<file path="src/rtl/cim_pkg.sv">
// cim_pkg: shared state type and sizing helpers for the CIM feeder blocks.
// Ports: none. Provides the window FSM state enum plus ceil-div/clog2/max1.
package cim_pkg;

    typedef enum logic [0:0] {
        ST_FILL = 1'b0,
        ST_EMIT = 1'b1
    } cwb_state_e;

    function automatic int cdiv(input int num, input int den);
        return (num + den - 1) / den;
    endfunction

    function automatic int clog2i(input int value);
        int bits;
        bits = 0;
        while ((1 << bits) < value) begin
            bits = bits + 1;
        end
        return bits;
    endfunction

    function automatic int max1(input int value);
        return (value < 1) ? 1 : value;
    endfunction

endpackage

</file>
<file path="src/rtl/conv_line_fifo.sv">
// conv_line_fifo: one channel's shift line; every tap is visible in parallel.
// Ports: clk, i_shift (advance), i_data (enters tap 0), o_taps (all entries).
module conv_line_fifo #(
    parameter int DATA_SIZE   = 8,
    parameter int FIFO_LENGTH = 59
) (
    input  logic                                  clk,
    input  logic                                  i_shift,
    input  logic [DATA_SIZE-1:0]                  i_data,
    output logic [FIFO_LENGTH-1:0][DATA_SIZE-1:0] o_taps
);

    logic [FIFO_LENGTH-1:0][DATA_SIZE-1:0] r_line;

    // No reset: contents are only ever read through counter-qualified windows.
    always_ff @(posedge clk) begin
        if (i_shift) begin
            r_line[0] <= i_data;
            for (int i = 1; i < FIFO_LENGTH; i++) begin
                r_line[i] <= r_line[i-1];
            end
        end
    end

    assign o_taps = r_line;

endmodule

</file>
<file path="src/rtl/conv_window_buf.sv">
// conv_window_buf: streams pixels into per-channel lines and emits KxKxC windows
// as BUS_WIDTH-lane bit-plane beats. Ports: clk/rst, i_valid/i_data/o_ready in,
// o_valid/o_data/o_addr/o_last/i_ready out, o_frame_done end-of-frame pulse.
module conv_window_buf
    import cim_pkg::*;
#(
    parameter  int DATA_SIZE      = 8,
    parameter  int IMG_DIM        = 28,
    parameter  int KERNEL_DIM     = 3,
    parameter  int INPUT_CHANNELS = 2,
    parameter  int STRIDE         = 1,
    parameter  int BUS_WIDTH      = 16,
    localparam int NUM_ELEM       = INPUT_CHANNELS * KERNEL_DIM * KERNEL_DIM,
    localparam int NUM_ADDR       = cdiv(NUM_ELEM, BUS_WIDTH),
    localparam int ADDR_WIDTH     = max1(clog2i(NUM_ADDR))
) (
    input  logic                                     clk,
    input  logic                                     rst,
    input  logic                                     i_valid,
    input  logic [INPUT_CHANNELS-1:0][DATA_SIZE-1:0] i_data,
    output logic                                     o_ready,
    output logic                                     o_valid,
    input  logic                                     i_ready,
    output logic [DATA_SIZE-1:0][BUS_WIDTH-1:0]      o_data,
    output logic [ADDR_WIDTH-1:0]                    o_addr,
    output logic                                     o_last,
    output logic                                     o_frame_done
);

    localparam int K           = KERNEL_DIM;
    localparam int K2          = K * K;
    localparam int FIFO_LENGTH = IMG_DIM * (K - 1) + K;
    localparam int CNT_W       = max1(clog2i(IMG_DIM));

    localparam logic [CNT_W-1:0]      LAST_POS  = CNT_W'(IMG_DIM - 1);
    localparam logic [ADDR_WIDTH-1:0] LAST_ADDR = ADDR_WIDTH'(NUM_ADDR - 1);

    cwb_state_e            r_state;
    logic [CNT_W-1:0]      r_col;
    logic [CNT_W-1:0]      r_row;
    logic [ADDR_WIDTH-1:0] r_addr;
    logic                  r_frame_last;
    logic                  r_frame_done;

    logic w_accept;
    logic w_beat_take;
    logic w_win_done;
    logic w_frame_end;
    logic w_last;

    logic [INPUT_CHANNELS-1:0][FIFO_LENGTH-1:0][DATA_SIZE-1:0] w_taps;
    logic [NUM_ADDR-1:0][BUS_WIDTH-1:0][DATA_SIZE-1:0]         w_win;
    logic [BUS_WIDTH-1:0][DATA_SIZE-1:0]                       w_slice;

    // A row/col position closes a window once the kernel fits and the
    // window origin lands on the stride grid.
    function automatic logic on_grid(input int pos);
        return (pos >= K - 1) && (((pos - (K - 1)) % STRIDE) == 0);
    endfunction

    assign o_ready      = (r_state == ST_FILL);
    assign o_valid      = (r_state == ST_EMIT);
    assign w_last       = (r_addr == LAST_ADDR);
    assign o_last       = o_valid && w_last;
    assign o_addr       = r_addr;
    assign o_frame_done = r_frame_done;

    assign w_accept    = i_valid && o_ready && !rst;
    assign w_beat_take = o_valid && i_ready;
    assign w_win_done  = on_grid(int'(r_col)) && on_grid(int'(r_row));
    assign w_frame_end = (r_col == LAST_POS) && (r_row == LAST_POS);

    for (genvar g = 0; g < INPUT_CHANNELS; g++) begin : g_line
        conv_line_fifo #(
            .DATA_SIZE  (DATA_SIZE),
            .FIFO_LENGTH(FIFO_LENGTH)
        ) u_line (
            .clk    (clk),
            .i_shift(w_accept),
            .i_data (i_data[g]),
            .o_taps (w_taps[g])
        );
    end

    // Tap 0 is the newest pixel, i.e. the window's bottom-right corner;
    // one image row back is IMG_DIM taps further down the line.
    for (genvar e = 0; e < NUM_ADDR * BUS_WIDTH; e++) begin : g_elem
        if (e < NUM_ELEM) begin : g_tap
            localparam int CH  = e / K2;
            localparam int KR  = (e % K2) / K;
            localparam int KC  = e % K;
            localparam int TAP = (K - 1 - KR) * IMG_DIM + (K - 1 - KC);
            assign w_win[e / BUS_WIDTH][e % BUS_WIDTH] = w_taps[CH][TAP];
        end else begin : g_pad
            assign w_win[e / BUS_WIDTH][e % BUS_WIDTH] = '0;
        end
    end

    // Lines do not shift while emitting, so the beat holds without a register.
    assign w_slice = w_win[r_addr];

    for (genvar l = 0; l < BUS_WIDTH; l++) begin : g_lane
        for (genvar b = 0; b < DATA_SIZE; b++) begin : g_plane
            assign o_data[b][l] = w_slice[l][b];
        end
    end

    always_ff @(posedge clk) begin
        if (rst) begin
            r_state      <= ST_FILL;
            r_col        <= '0;
            r_row        <= '0;
            r_addr       <= '0;
            r_frame_last <= 1'b0;
            r_frame_done <= 1'b0;
        end else begin
            r_frame_done <= 1'b0;
            unique case (r_state)
                ST_FILL: begin
                    if (w_accept) begin
                        if (r_col == LAST_POS) begin
                            r_col <= '0;
                            r_row <= (r_row == LAST_POS) ? '0 : r_row + 1'b1;
                        end else begin
                            r_col <= r_col + 1'b1;
                        end
                        if (w_win_done) begin
                            r_state      <= ST_EMIT;
                            r_addr       <= '0;
                            r_frame_last <= w_frame_end;
                        end else if (w_frame_end) begin
                            // Frame ended off the stride grid: nothing to drain.
                            r_frame_done <= 1'b1;
                        end
                    end
                end
                ST_EMIT: begin
                    if (w_beat_take) begin
                        if (w_last) begin
                            r_state      <= ST_FILL;
                            r_addr       <= '0;
                            r_frame_done <= r_frame_last;
                        end else begin
                            r_addr <= r_addr + 1'b1;
                        end
                    end
                end
                default: r_state <= ST_FILL;
            endcase
        end
    end

endmodule

</file>
<file path="config.mk">
export PLATFORM = sky130hd
export DESIGN_NAME = conv_window_buf
export DESIGN_NICKNAME = d
export VERILOG_FILES = /design/src/rtl/cim_pkg.sv /design/src/rtl/conv_line_fifo.sv /design/src/rtl/conv_window_buf.sv
export SDC_FILE = /design/constraint.sdc
export NUM_CORES = 1
export LEC_CHECK = 0
export ABC_AREA = 1
export CORE_AREA = 2 2 228 230
export CTS_CLUSTER_SIZE = 25
export DETAILED_ROUTE_END_ITERATION = 16
export DIE_AREA = 0 0 230 232
export PLACE_DENSITY = 0.83
export SYNTH_ARGS = -nofsm -noshare
export SYNTH_HDL_FRONTEND = slang
export SYNTH_SLANG_ARGS = --single-unit
</file>
<file path="constraint.sdc">
create_clock -name clk -period 13.97 [get_ports clk]
set_clock_uncertainty 0.05 [all_clocks]
set_input_delay 1.397 -clock clk [delete_from_list [all_inputs] [get_ports clk]]
set_output_delay 1.397 -clock clk [all_outputs]
set_load 0.005 [all_outputs]
</file>
After elaboration in Yosys (flattened, before gate mapping) --
Cells that the tools add are included. W data, S select, Z words.
Storage, ports and cells: register bits 958, input port bits 20, output and inout port bits 133, logic and storage cells 167
Cells by class: add/sub/neg operators 3, magnitude comparators 3, eq/ne operators 5, muxes and demuxes 20, bitwise operators 1, reduce and logical (&&, ||, !) cells 11
Operators by type and width (count):
- $mux W128 | 2
- $mux W1 | 13
- $add A5 B1 Y5 const B | 2
- $eq A5 B5 Y1 const B | 2
- $ge A5 B2 Y1 const B | 2
- $mux W5 | 2
- $reduce_and A3 Y1 | 3
- $logic_and A1 B1 Y1 | 6
- $ne A2 B1 Y1 const B | 3
- $pmux W1 S2 | 3
- $lt A1 B2 Y1 const B | 1
- $reduce_and A2 Y1 | 1
- $add A1 B1 Y1 const B | 1
- $logic_not A1 Y1 | 1
- $not A1 Y1 | 1

Longest topological paths before layout --
Gate-level depths: netlist (run 1).
depth after elaboration 6, gate-level depth with buffers 9, mapped depth without buffers 9

Hierarchy --
A second synthesis (run 1) with hierarchy kept.
Second synthesis, totals: cell total of the unflattened synthesis 1338, area, all modules 30189.0 um^2
Modules (own cells, without submodules):
- conv_line_fifo | times used 2, cells each 472, area each 14173.6 um^2, seq. area each 14173.6 um^2
- conv_window_buf | times used 1, cells each 394, area each 1841.8 um^2, seq. area each 280.3 um^2

Worst setup path before layout (run 1) --
Ideal clock, no wire load.
kind input to register, from in rst, to reg r_addr (netlist: o_addr), library setup time 0.119 ns, arrival 6.708 ns, data required time 13.801 ns, setup slack 7.093 ns, stages on the path 6, path buffers 0, cell sequence inv_4 nand3_4 inv_6 nand3_2 a21oi_1 nor2_1
On the way: cells in the longest elaborated chain, start to end 4
Ends and longest elaborated chain:
- start, declared | line conv_window_buf.sv:18 | input logic rst,
- $logic_not A1 Y1 | line conv_window_buf.sv:68 | assign w_accept = i_valid && o_ready && !rst;
- $logic_and A1 B1 Y1 | line conv_window_buf.sv:68
- net g_line[0].u_line.i_shift | line conv_line_fifo.sv:8 | input logic i_shift,
- $ne A2 B1 Y1 (no source line)
- $reduce_and A3 Y1 (no source line)
- end signal, assigned | line conv_window_buf.sv:144 | r_addr <= r_addr + 1'b1;
- end, declared | line conv_window_buf.sv:41 | logic [ADDR_WIDTH-1:0] r_addr;
The timed path passes the listed nets, and every way through them passes these cells. A chain may end at the register's enable or synchronous reset.

Worst setup path in the final report (run 1) --
from in rst, to reg g_line[0].u_line.r_line, in the netlist g_line[0].u_line.o_taps[378] (enable)
On the way: cells in the longest elaborated chain, start to end 2
Ends and longest elaborated chain:
- $logic_not A1 Y1 | line conv_window_buf.sv:68
- $logic_and A1 B1 Y1 | line conv_window_buf.sv:68
- net g_line[0].u_line.i_shift | line conv_line_fifo.sv:8
- end signal, assigned by index | line conv_line_fifo.sv:20 | r_line[i] <= r_line[i-1];
- end, declared | line conv_line_fifo.sv:13 | logic [FIFO_LENGTH-1:0][DATA_SIZE-1:0] r_line;
The timed path passes the listed nets, and every way through them passes these cells.

==> flow_summary.yaml, run 1 <==
timing:
  max_freq_mhz: 209
  tns_ns: 0
  final_max_slew_viol_count: 0
  setup_viol: 0
  slew_headroom: 0.164
  tightest_slew_ns: 1.25
  hold_viol: 0
  period_share: 0.343
  rsz0062_at_grt: "no"
  fin_crit_ns: 4.79
power:
  leakagePower_nw: 12.0
  peakVddDrop_v: 0.000119
  swShare: 0.189
  seqPwrFrac: 0.559
  p_switching_w: 0.00111
  power_frac_comb: 0.015
  power.density_nw_per_um2: 165
  p_int_w: 0.00478
  clkPwrFrac: 0.427
finish:
  areaGrowthSynthToFinish_pct: 17.9
  finalNetCount: 1591
  antennaDiodeCount: 0
  fin_cells: 2317
  drive_gt1_frac: 0.0910
  finalCoreUtilization: 0.701
grt:
  antenna_found_initial: 1
  grt_pass1_wl_mm: 66.9
  grt_use_total: 0.168
  grt_pass1_vias: 11700
  grt.overflow.total: 0
  grt_max_degree: 253
setup_path:
  r2r_slack_ns: 10.11
  arrival_ns: 4.97
  reg2regPathDepth: 5
  r2r_end: "g_line[0].u_line.o_taps[378]$_DFFE_PP_"
  crit_fanout: 213
  cp-start-kind: "input pin"
  worst_setup_path_end_kind: "flip-flop"
  worstPathRequired_ns: 14.15
  rr_startpoint: "o_valid$_SDFF_PP0_"
  crit_type: "input pin to flip-flop"
logic_synthesis:
  synth_top_family_by_area: "simple AND/OR/NAND/NOR gates"
  synthAdderAreaFrac: 0.00165
  synth_compound_area_frac: 0.00182
  synthesis.area_um2: 30200
  syn_avg_cell_area_um2: 22.6
  yosysSeqAreaShare: 0.947
  synth_xor_area_frac: 0.000579
  synthMuxAreaShare: 0
  yosys-top-cells-area: "edfxtp_1, nor2_1, inv_1"
  yosys.area_share.simple: 0.0308
  netlist_top_cells_count: "edfxtp_1, nor2_1, inv_1"
  yosysTopAreaCell: "edfxtp_1"
  synthCells: 1336
  async_flop_share: 0
  synth_top_cell_area_share: 0.937
  ys.flop_type: "edfxtp_1"
  synth_seq_cells: 958
  synth_edf_count: 944
  ys.warnings.count: 0
  synthesis.nets: 1360
  synth.most_common_cell: "edfxtp_1"
  yosys.cell_types.count: 31
clock_network:
  cts_root_buffer: "clkbuf_16"
  htreeDepth: 3
  cts_buffer_depth: 3
  clkSlewWorstSetupHoldPaths_ns: 0.07
  postCtsSetupRepairBufs: 0
  numCtsBuffers: 87
  insertion_delay_ns: 0.63
  cts_hold_buf: 0
  clkSinkCount: 958
  cts-resized-gates: 0
  cts_tree: "done"
place:
  place_congestion: 0.719
  dp_cells: 2158
  port_buffers: 152
  detailed_place_hpwl_mm: 20.6
flow_run:
  cap_violations: 0
route:
  drt.antenna.violating_nets: 0
  routedWlPerCell_um: 19.2
  vias: 11800
  wl_mm: 44.5
  vias_per_cell: 5.09
  first_pass_iters: 7
  drt_iter0_drc: 1180
  drc: 0
min_path:
  min_to: "g_line[0].u_line.o_taps[276]$_DFFE_PP_"
  hp-start: "g_line[0].u_line.o_taps[268]$_DFFE_PP_"
  whs_path_depth: 0
  min-delay-path-class: "flip-flop to flip-flop"
floorplan:
  start_util: 0.594
  die_y_um: 232
  die-area_um2: 53400
  rows: 83
  core-area_um2: 50900
  ios: 153
  fp.dieW_um: 230
status:
  status: "complete, no violations"
registers in the layout, indices dropped and copies added (netlist names):
register	cells
r_frame_last	1
g_line.u_line.o_taps	944
o_valid	1
o_addr	1
o_frame_done	1
r_col	5
r_row	5
area by class of cell:
cell class	count	area, µm²
inverter	127	508
multi-input combinational	235	1050
clock buffer	104	2300
sequential	958	28600
fill	2888	15200
clock inverter	55	719
tap	680	851
timing repair buffer	158	1590
worst max-delay path, cell delays in order:
cell and delay, ns:
clkdlybuf4s50_1 0.52, inv_4 0.14, nand3_4 0.19, clkinv_16 0.46, buf_4 0.97, buf_4 1.02
per-layer routing:
metal / global-route usage / share of wire / vias up
li1: - / - / 5414
met1: 0.238 / 0.45 / 5935
met2: 0.264 / 0.47 / 365
met3: 0.0362 / 0.055 / 68
met4: 0.0573 / 0.019 / 2
met5: 0 / 0.00036 / -
per-stage QoR:
stage	instance area [µm²]	worst slack, ns	power, W	hold WS, ns
2_1_floorplan	30200	7.09	0.00340	0.350
3_3_place_gp	32600	8.81	0.00343	0.350
3_5_place_dp	32600	8.62	0.00343	0.355
4_1_cts	35700	9.15	0.00596	0.354
5_1_grt	35700	8.94	0.00606	0.359
6_report	35700	9.18	0.00589	0.355
power by group through the flow:
stage	clock network, W	registers [W]	logic (W)
2_1_floorplan	0	0.00335	0.0000484
3_3_place_gp	0	0.00334	0.0000841
3_5_place_dp	0	0.00335	0.0000878
4_1_cts	0.00258	0.00329	0.0000875
5_1_grt	0.00267	0.00330	0.0000962
6_report	0.00251	0.00329	0.0000866
kinds of logic after synthesis:
group | after synthesis
DFF | 958
xor gates and xnor gates | 2
and+or+nand+nor | 220
buffers and inverters | 143
adders and majority gates | 4
AOI/OAI and AO/OA | 9
cells in the final DEF (no fill, tap or decap), types with 2 or more instances in the layout:
cell | netlist | layout
nand2_1 | 67 | 67
nor2_1 | 129 | 129
inv_1 | 122 | 122
dfxtp_1 | 14 | 13
clkbuf_16 | 0 | 90
nand2_2 | 2 | 2
a21oi_1 | 5 | 5
inv_4 | 2 | 2
clkinv_2 | 0 | 9
clkbuf_1 | 5 | 14
clkinvlp_4 | 0 | 6
clkdlybuf4s50_1 | 0 | 152
inv_6 | 1 | 3
o21ai_0 | 2 | 2
clkinv_1 | 1 | 19
buf_12 | 0 | 2
bufinv_16 | 0 | 17
edfxtp_1 | 944 | 944
nand4_1 | 2 | 2
nand3_1 | 10 | 10
ha_1 | 4 | 4
buf_4 | 0 | 4
worst max path at each step:
| stage | startpoint | to | slack [ns] | cells past startpoint |
|---|---|---|---|---|
| CTS | o_addr$_SDFFE_PP0P_ | o_data[80] | 9.15 | 4 |
| global route | rst | g_line[1].u_line.o_taps[146]$_DFFE_PP_ | 8.94 | 6 |
| finish | rst | g_line[0].u_line.o_taps[378]$_DFFE_PP_ | 9.18 | 6 |
| global placement | rst | g_line[1].u_line.o_taps[146]$_DFFE_PP_ | 8.81 | 6 |
| floorplan | rst | o_addr$_SDFFE_PP0P_ | 7.09 | 6 |
| detailed placement | rst | g_line[1].u_line.o_taps[146]$_DFFE_PP_ | 8.62 | 6 |
Note: power is estimated with default switching activity, not from simulation.
==> run 2, diff against run 1 <==
--- a/config.mk
+++ b/config.mk
@@ -6,11 +6,11 @@
 export NUM_CORES = 1
 export LEC_CHECK = 0
 export ABC_AREA = 1
-export CORE_AREA = 2 2 228 230
+export CORE_AREA = 2 2 242 244
 export CTS_CLUSTER_SIZE = 25
 export DETAILED_ROUTE_END_ITERATION = 16
-export DIE_AREA = 0 0 230 232
-export PLACE_DENSITY = 0.83
+export DIE_AREA = 0 0 244 246
+export PLACE_DENSITY = 0.78
 export SYNTH_ARGS = -nofsm -noshare
 export SYNTH_HDL_FRONTEND = slang
 export SYNTH_SLANG_ARGS = --single-unit
==> constraint.sdc (replaced) <==
create_clock -name clk -period 3.9 [get_ports clk]
set_clock_uncertainty 0.05 [all_clocks]
set_input_delay 0.39 -clock clk [delete_from_list [all_inputs] [get_ports clk]]
set_output_delay 0.39 -clock clk [all_outputs]
set_load 0.005 [all_outputs]
==> run 2 against run 1 <==
  * Total power grew to 3.6 times the previous value
  * Routed wire length shrank 1.8%
  * Register-to-register slack lost 8.5 ns
  * Final area grew 0.92%
  * Global-route usage shrank 2.1 points
  * Non-clock buffer count grew 18
  * Worst setup slack lost 8.6 ns
  * Critical endpoint is now o_data[32]
==> flow_summary.yaml, run 2 (same netlist as run 1, synthesis figures left out) <==
floorplan:
  rows: 88
  fp.dieW_um: 244
  start_util: 0.527
  core-area_um2: 57400
  ios: 153
  die-area_um2: 60000
  die_y_um: 246
clock_network:
  clkSinkCount: 958
  cts_buffer_depth: 3
  postCtsSetupRepairBufs: 0
  htreeDepth: 3
  numCtsBuffers: 91
  cts_tree: "done"
  cts_root_buffer: "clkbuf_16"
  clkSlewWorstSetupHoldPaths_ns: 0.06
  insertion_delay_ns: 0.61
setup_path:
  path_cells: "clkinvlp_4 -> nand2_1 -> nand2_1 -> clkdlybuf4s50_1"
  worstPathRequired_ns: 3.46
  crit_slowest_cell: "clkinvlp_4"
  worst_setup_path_end_kind: "primary output"
  crit_fanout: 43
  arrival_ns: 2.91
  cp-start-kind: "flip-flop"
  crit_type: "flip-flop to primary output"
  cp_slowest_stage_delay_ns: 0.76
  crit_top_cell: "nand2_1"
route:
  vias: 11800
  first_pass_iters: 4
  routedWlPerCell_um: 18.0
  drt_iter0_drc: 962
  vias_per_cell: 4.85
  drc: 0
  drt.antenna.violating_nets: 0
  wl_mm: 43.7
finish:
  finalNetCount: 1613
  drive_gt1_frac: 0.107
  final_common_cell: "edfxtp_1"
  layout_common_cells: "edfxtp_1, clkdlybuf4s50_1, nor2_1"
  largest_reg_flops: 944
  finalCoreUtilization: 0.627
  areaGrowthSynthToFinish_pct: 19.0
  antennaDiodeCount: 0
grt:
  grt.overflow.total: 0
  grt_pass1_vias: 11800
  grt_max_degree: 178
  grt_pass1_wl_mm: 66.9
  grt_use_total: 0.146
  antenna_found_initial: 0
power:
  seqPwrFrac: 0.562
  peakVddDrop_v: 0.000487
  leakagePower_nw: 12.1
  p_int_w: 0.0169
  swShare: 0.191
  p_switching_w: 0.00400
  power.density_nw_per_um2: 582
  clkPwrFrac: 0.422
  power_frac_comb: 0.016
timing:
  tightest_slew_ns: 0.775
  setup_viol: 0
  period_share: 0.860
  fin_crit_ns: 3.35
  tns_ns: 0
  final_max_slew_viol_count: 0
  hold_viol: 0
  max_freq_mhz: 298
  slew_headroom: 0.483
  rsz0062_at_grt: "no"
place:
  place_congestion: 0.714
  port_buffers: 152
  detailed_place_hpwl_mm: 21.5
flow_run:
  cap_violations: 0
min_path:
  min-delay-path-class: "input pin to flip-flop"
status:
  status: "complete, no violations"
[run 2: layout make-up]
type                       instances  area (µm²)
clock inverter                    62         647
clock buffer                     105        2370
tap                              765         957
sequential                       958       28600
inverter                         127         512
timing repair buffer             176        1810
fill                            3687       21400
multi-input combinational        235        1050
[run 2: metal layers]
metal | up-vias | GRT usage | wire, µm
met3 | 64 | 0.0382 | 2300
met5 | - | 0 | 0
met1 | 5928 | 0.219 | 20900
li1 | 5465 | - | -
met2 | 317 | 0.214 | 19600
met4 | 0 | 0.0464 | 843
[run 2: repair_timing]
action | CTS | global route
gates resized for setup | 0 | 1
endpoints found under the setup margin | 0 | 16
hold buffers | 0 | 0
endpoints found under the hold margin | 0 | 0
[run 2: critical path, delay by kind of cell, from the launching register on]
kind	cells	cell delay, ns
buffers and inverters	2	1.21
flip-flops	1	0.72
AND/OR/NAND/NOR	2	0.35
[run 2: power groups by stage]
stage	clock, W	combinational, W	sequential [W]
detailed placement	0	0.000347	0.0120
CTS	0.00908	0.000346	0.0118
global placement	0	0.000332	0.0120
finish	0.00883	0.000341	0.0118
floorplan	0	0.000174	0.0120
global route	0.00946	0.000377	0.0118
[run 2: final timing paths]
path	slack [ns]	endpoint	depth (start not counted)	start
max	0.55	o_data[32]	4	o_addr$_SDFFE_PP0P_
min	0.27	g_line[1].u_line.o_taps[4]$_DFFE_PP_	1	i_data[12]
max reg2reg	1.65	g_line[1].u_line.o_taps[185]$_DFFE_PP_	4	o_valid$_SDFF_PP0_
min reg2reg	0.36	g_line[1].u_line.o_taps[97]$_DFFE_PP_	0	g_line[1].u_line.o_taps[89]$_DFFE_PP_
[run 2: per-stage QoR]
| stage | instances | area [µm²] | power, W | hold WS, ns | worst slack, ns |
|---|---|---|---|---|---|
| 2_1_floorplan | 1336 | 30200 | 0.0121 | 0.350 | 0.0715 |
| 3_3_place_gp | 2261 | 33000 | 0.0123 | 0.351 | 0.733 |
| 3_5_place_dp | 2261 | 33000 | 0.0123 | 0.355 | 0.580 |
| 4_1_cts | 2428 | 36000 | 0.0212 | 0.234 | 0.0115 |
| 5_1_grt | 2428 | 36000 | 0.0216 | 0.235 | 0.236 |
| 6_report | 2428 | 36000 | 0.0209 | 0.271 | 0.546 |
==> run 3, diff against run 2 <==
--- a/config.mk
+++ b/config.mk
@@ -10,6 +10,7 @@
 export CTS_CLUSTER_SIZE = 25
 export DETAILED_ROUTE_END_ITERATION = 16
 export DIE_AREA = 0 0 244 246
+export GPL_TIMING_DRIVEN = 0
 export PLACE_DENSITY = 0.78
 export SYNTH_ARGS = -nofsm -noshare
 export SYNTH_HDL_FRONTEND = slang
==> run 3 against run 2 <==
  * Routed wire length decreased by 1.2%
  * Via count barely moved
  * Flip-flop and latch count stayed put
  * Sequential share of layout area rose by 0.092 points
  * Maximum frequency decreased by 1.2%
  * Combinational power fell by 1%
  * Core utilization shrank 0.081 points
  * Sequential power barely moved
  * Critical path depth is 3 higher
  * First-iteration DRC count is 8.9% higher
  * Hold slack got worse by 0.011 ns
  * Non-clock buffer count did not move
  * Largest power group unchanged
==> flow_summary.yaml, run 3 (same netlist as run 1, synthesis figures left out) <==
status:
  status: "complete, no violations"
floorplan:
  fp.dieW_um: 244
  ios: 153
  core-area_um2: 57400
  die_y_um: 246
  rows: 88
  die-area_um2: 60000
  start_util: 0.527
route:
  routedWlPerCell_um: 17.8
  first_pass_iters: 6
  vias: 11800
  vias_per_cell: 4.86
  drt_iter0_drc: 1048
  drt.antenna.violating_nets: 0
  drc: 0
  wl_mm: 43.2
setup_path:
  r2r_end: "g_line[1].u_line.o_taps[182]$_DFFE_PP_"
  crit_type: "flip-flop to flip-flop"
  worst_setup_path_end_kind: "flip-flop"
  reg2regPathDepth: 7
  arrival_ns: 3.63
  rr_startpoint: "o_valid$_SDFF_PP0_"
  r2r_slack_ns: 0.51
  worstPathRequired_ns: 4.13
  cp-start-kind: "flip-flop"
  crit_fanout: 160
place:
  port_buffers: 152
  post-place-ws_ns: -1.53
  place_congestion: 0.757
  detailed_place_hpwl_mm: 22.1
finish:
  finalNetCount: 1612
  fill_cells: 3695
  multi_input_area_um2: 1050
  final_common_cell: "edfxtp_1"
  largest_reg_flops: 944
  areaGrowthSynthToFinish_pct: 18.8
  drive_gt1_frac: 0.101
  layout_common_cells: "edfxtp_1, clkdlybuf4s50_1, nor2_1"
  antennaDiodeCount: 0
  seq_area_um2: 28600
clock_network:
  numCtsBuffers: 90
  cts_root_buffer: "clkbuf_16"
  cts_buffer_depth: 3
  insertion_delay_ns: 0.62
  cts_tree: "done"
  clkSinkCount: 958
  clkSlewWorstSetupHoldPaths_ns: 0.06
  htreeDepth: 3
  cts-resized-gates: 0
timing:
  final.setup.worst_slack_ns: 0.505
  max_freq_mhz: 295
  rsz0062_at_grt: "no"
  hold_viol: 0
  tightest_slew_ns: 0.961
  final_max_slew_viol_count: 0
  fin_crit_ns: 3.39
  slew_headroom: 0.359
  period_share: 0.870
  setup_viol: 0
min_path:
  hp-start: "i_data[6]"
  min_to: "g_line[0].u_line.o_taps[6]$_DFFE_PP_"
  whs_path_depth: 1
  min-delay-path-class: "input pin to flip-flop"
grt:
  global_route.usage.met1: 0.205
  antenna_found_initial: 5
  grt_pass1_vias: 11900
  grt.overflow.total: 0
  grtUsageMet3: 0.0478
  grt_pass1_wl_mm: 66.8
  grtUsageMet2: 0.218
  grt_max_degree: 170
  grt_use_total: 0.146
  gr-max-usage-layer: "met2"
flow_run:
  cap_violations: 0
power:
  leakagePower_nw: 12.1
  power.density_nw_per_um2: 579
  peakVddDrop_v: 0.000385
  power_w: 0.0208
run 3: area by class of cell:
| class | instances | share of cell area |
|---|---|---|
| well taps | 765 | 0.0266 |
| multi-input cells | 235 | 0.0293 |
| inverters | 127 | 0.0139 |
| flip-flops and latches | 958 | 0.797 |
| repair buffers | 160 | 0.0488 |
| clock inverters | 54 | 0.0172 |
| clock buffers | 107 | 0.0656 |
| plain buffers | 16 | 0.00205 |
run 3: metrics by stage:
stage | TNS (ns) | cell area (µm²) | util | hold WS (ns) | std cells
finish | 0 | 35900 | 0.627 | 0.260 | 2422
global route | 0 | 35900 | 0.627 | 0.226 | 2422
detailed placement | -435.65 | 32800 | 0.573 | 0.355 | 2257
floorplan | 0 | 30200 | - | 0.350 | 1336
global placement | -943.88 | 32700 | 0.571 | 0.354 | 2253
CTS | 0 | 35900 | 0.626 | 0.219 | 2421
run 3: per-layer routing:
| metal | wire length, µm | up-vias |
|---|---|---|
| li1 | - | 5460 |
| met1 | 19300 | 5888 |
| met2 | 19700 | 328 |
| met3 | 3000 | 95 |
| met4 | 1080 | 6 |
| met5 | 30 | - |
run 3: critical path, stage by stage, from the launching register on:
cell,delay (ns)
dfxtp_1,0.35
inv_1,0.15
nand3_4,0.20
inv_16,0.38
buf_16,0.44
buf_16,0.43
buf_16,0.39
clkbuf_16,0.46
run 3: worst max-delay path by stage:
stage,start,to,slack (ns),cells past startpoint
floorplan,o_valid$_SDFF_PP0_,o_addr$_SDFFE_PP0P_,0.07,6
global placement,rst,o_addr$_SDFFE_PP0P_,-1.14,7
detailed placement,rst,g_line[1].u_line.o_taps[14]$_DFFE_PP_,-1.53,8
CTS,o_valid$_SDFF_PP0_,g_line[1].u_line.o_taps[270]$_DFFE_PP_,0.08,7
global route,o_valid$_SDFF_PP0_,g_line[1].u_line.o_taps[249]$_DFFE_PP_,0.06,7
finish,o_valid$_SDFF_PP0_,g_line[1].u_line.o_taps[182]$_DFFE_PP_,0.51,7
run 3: power by group:
group / leakage [nW] / switching, W / internal (W) / total, W
Combinational: 2.16 / 0.000231 / 0.000104 / 0.000336
Sequential: 8.51 / 0.000103 / 0.0117 / 0.0118
Clock: 1.45 / 0.00359 / 0.00513 / 0.00872
run 3: repair_timing:
item / CTS / global route
cloned: 3 / 1
setup buffers: 0 / 0
hold buffers: 0 / 0
setup endpoints to repair: 375 / 169
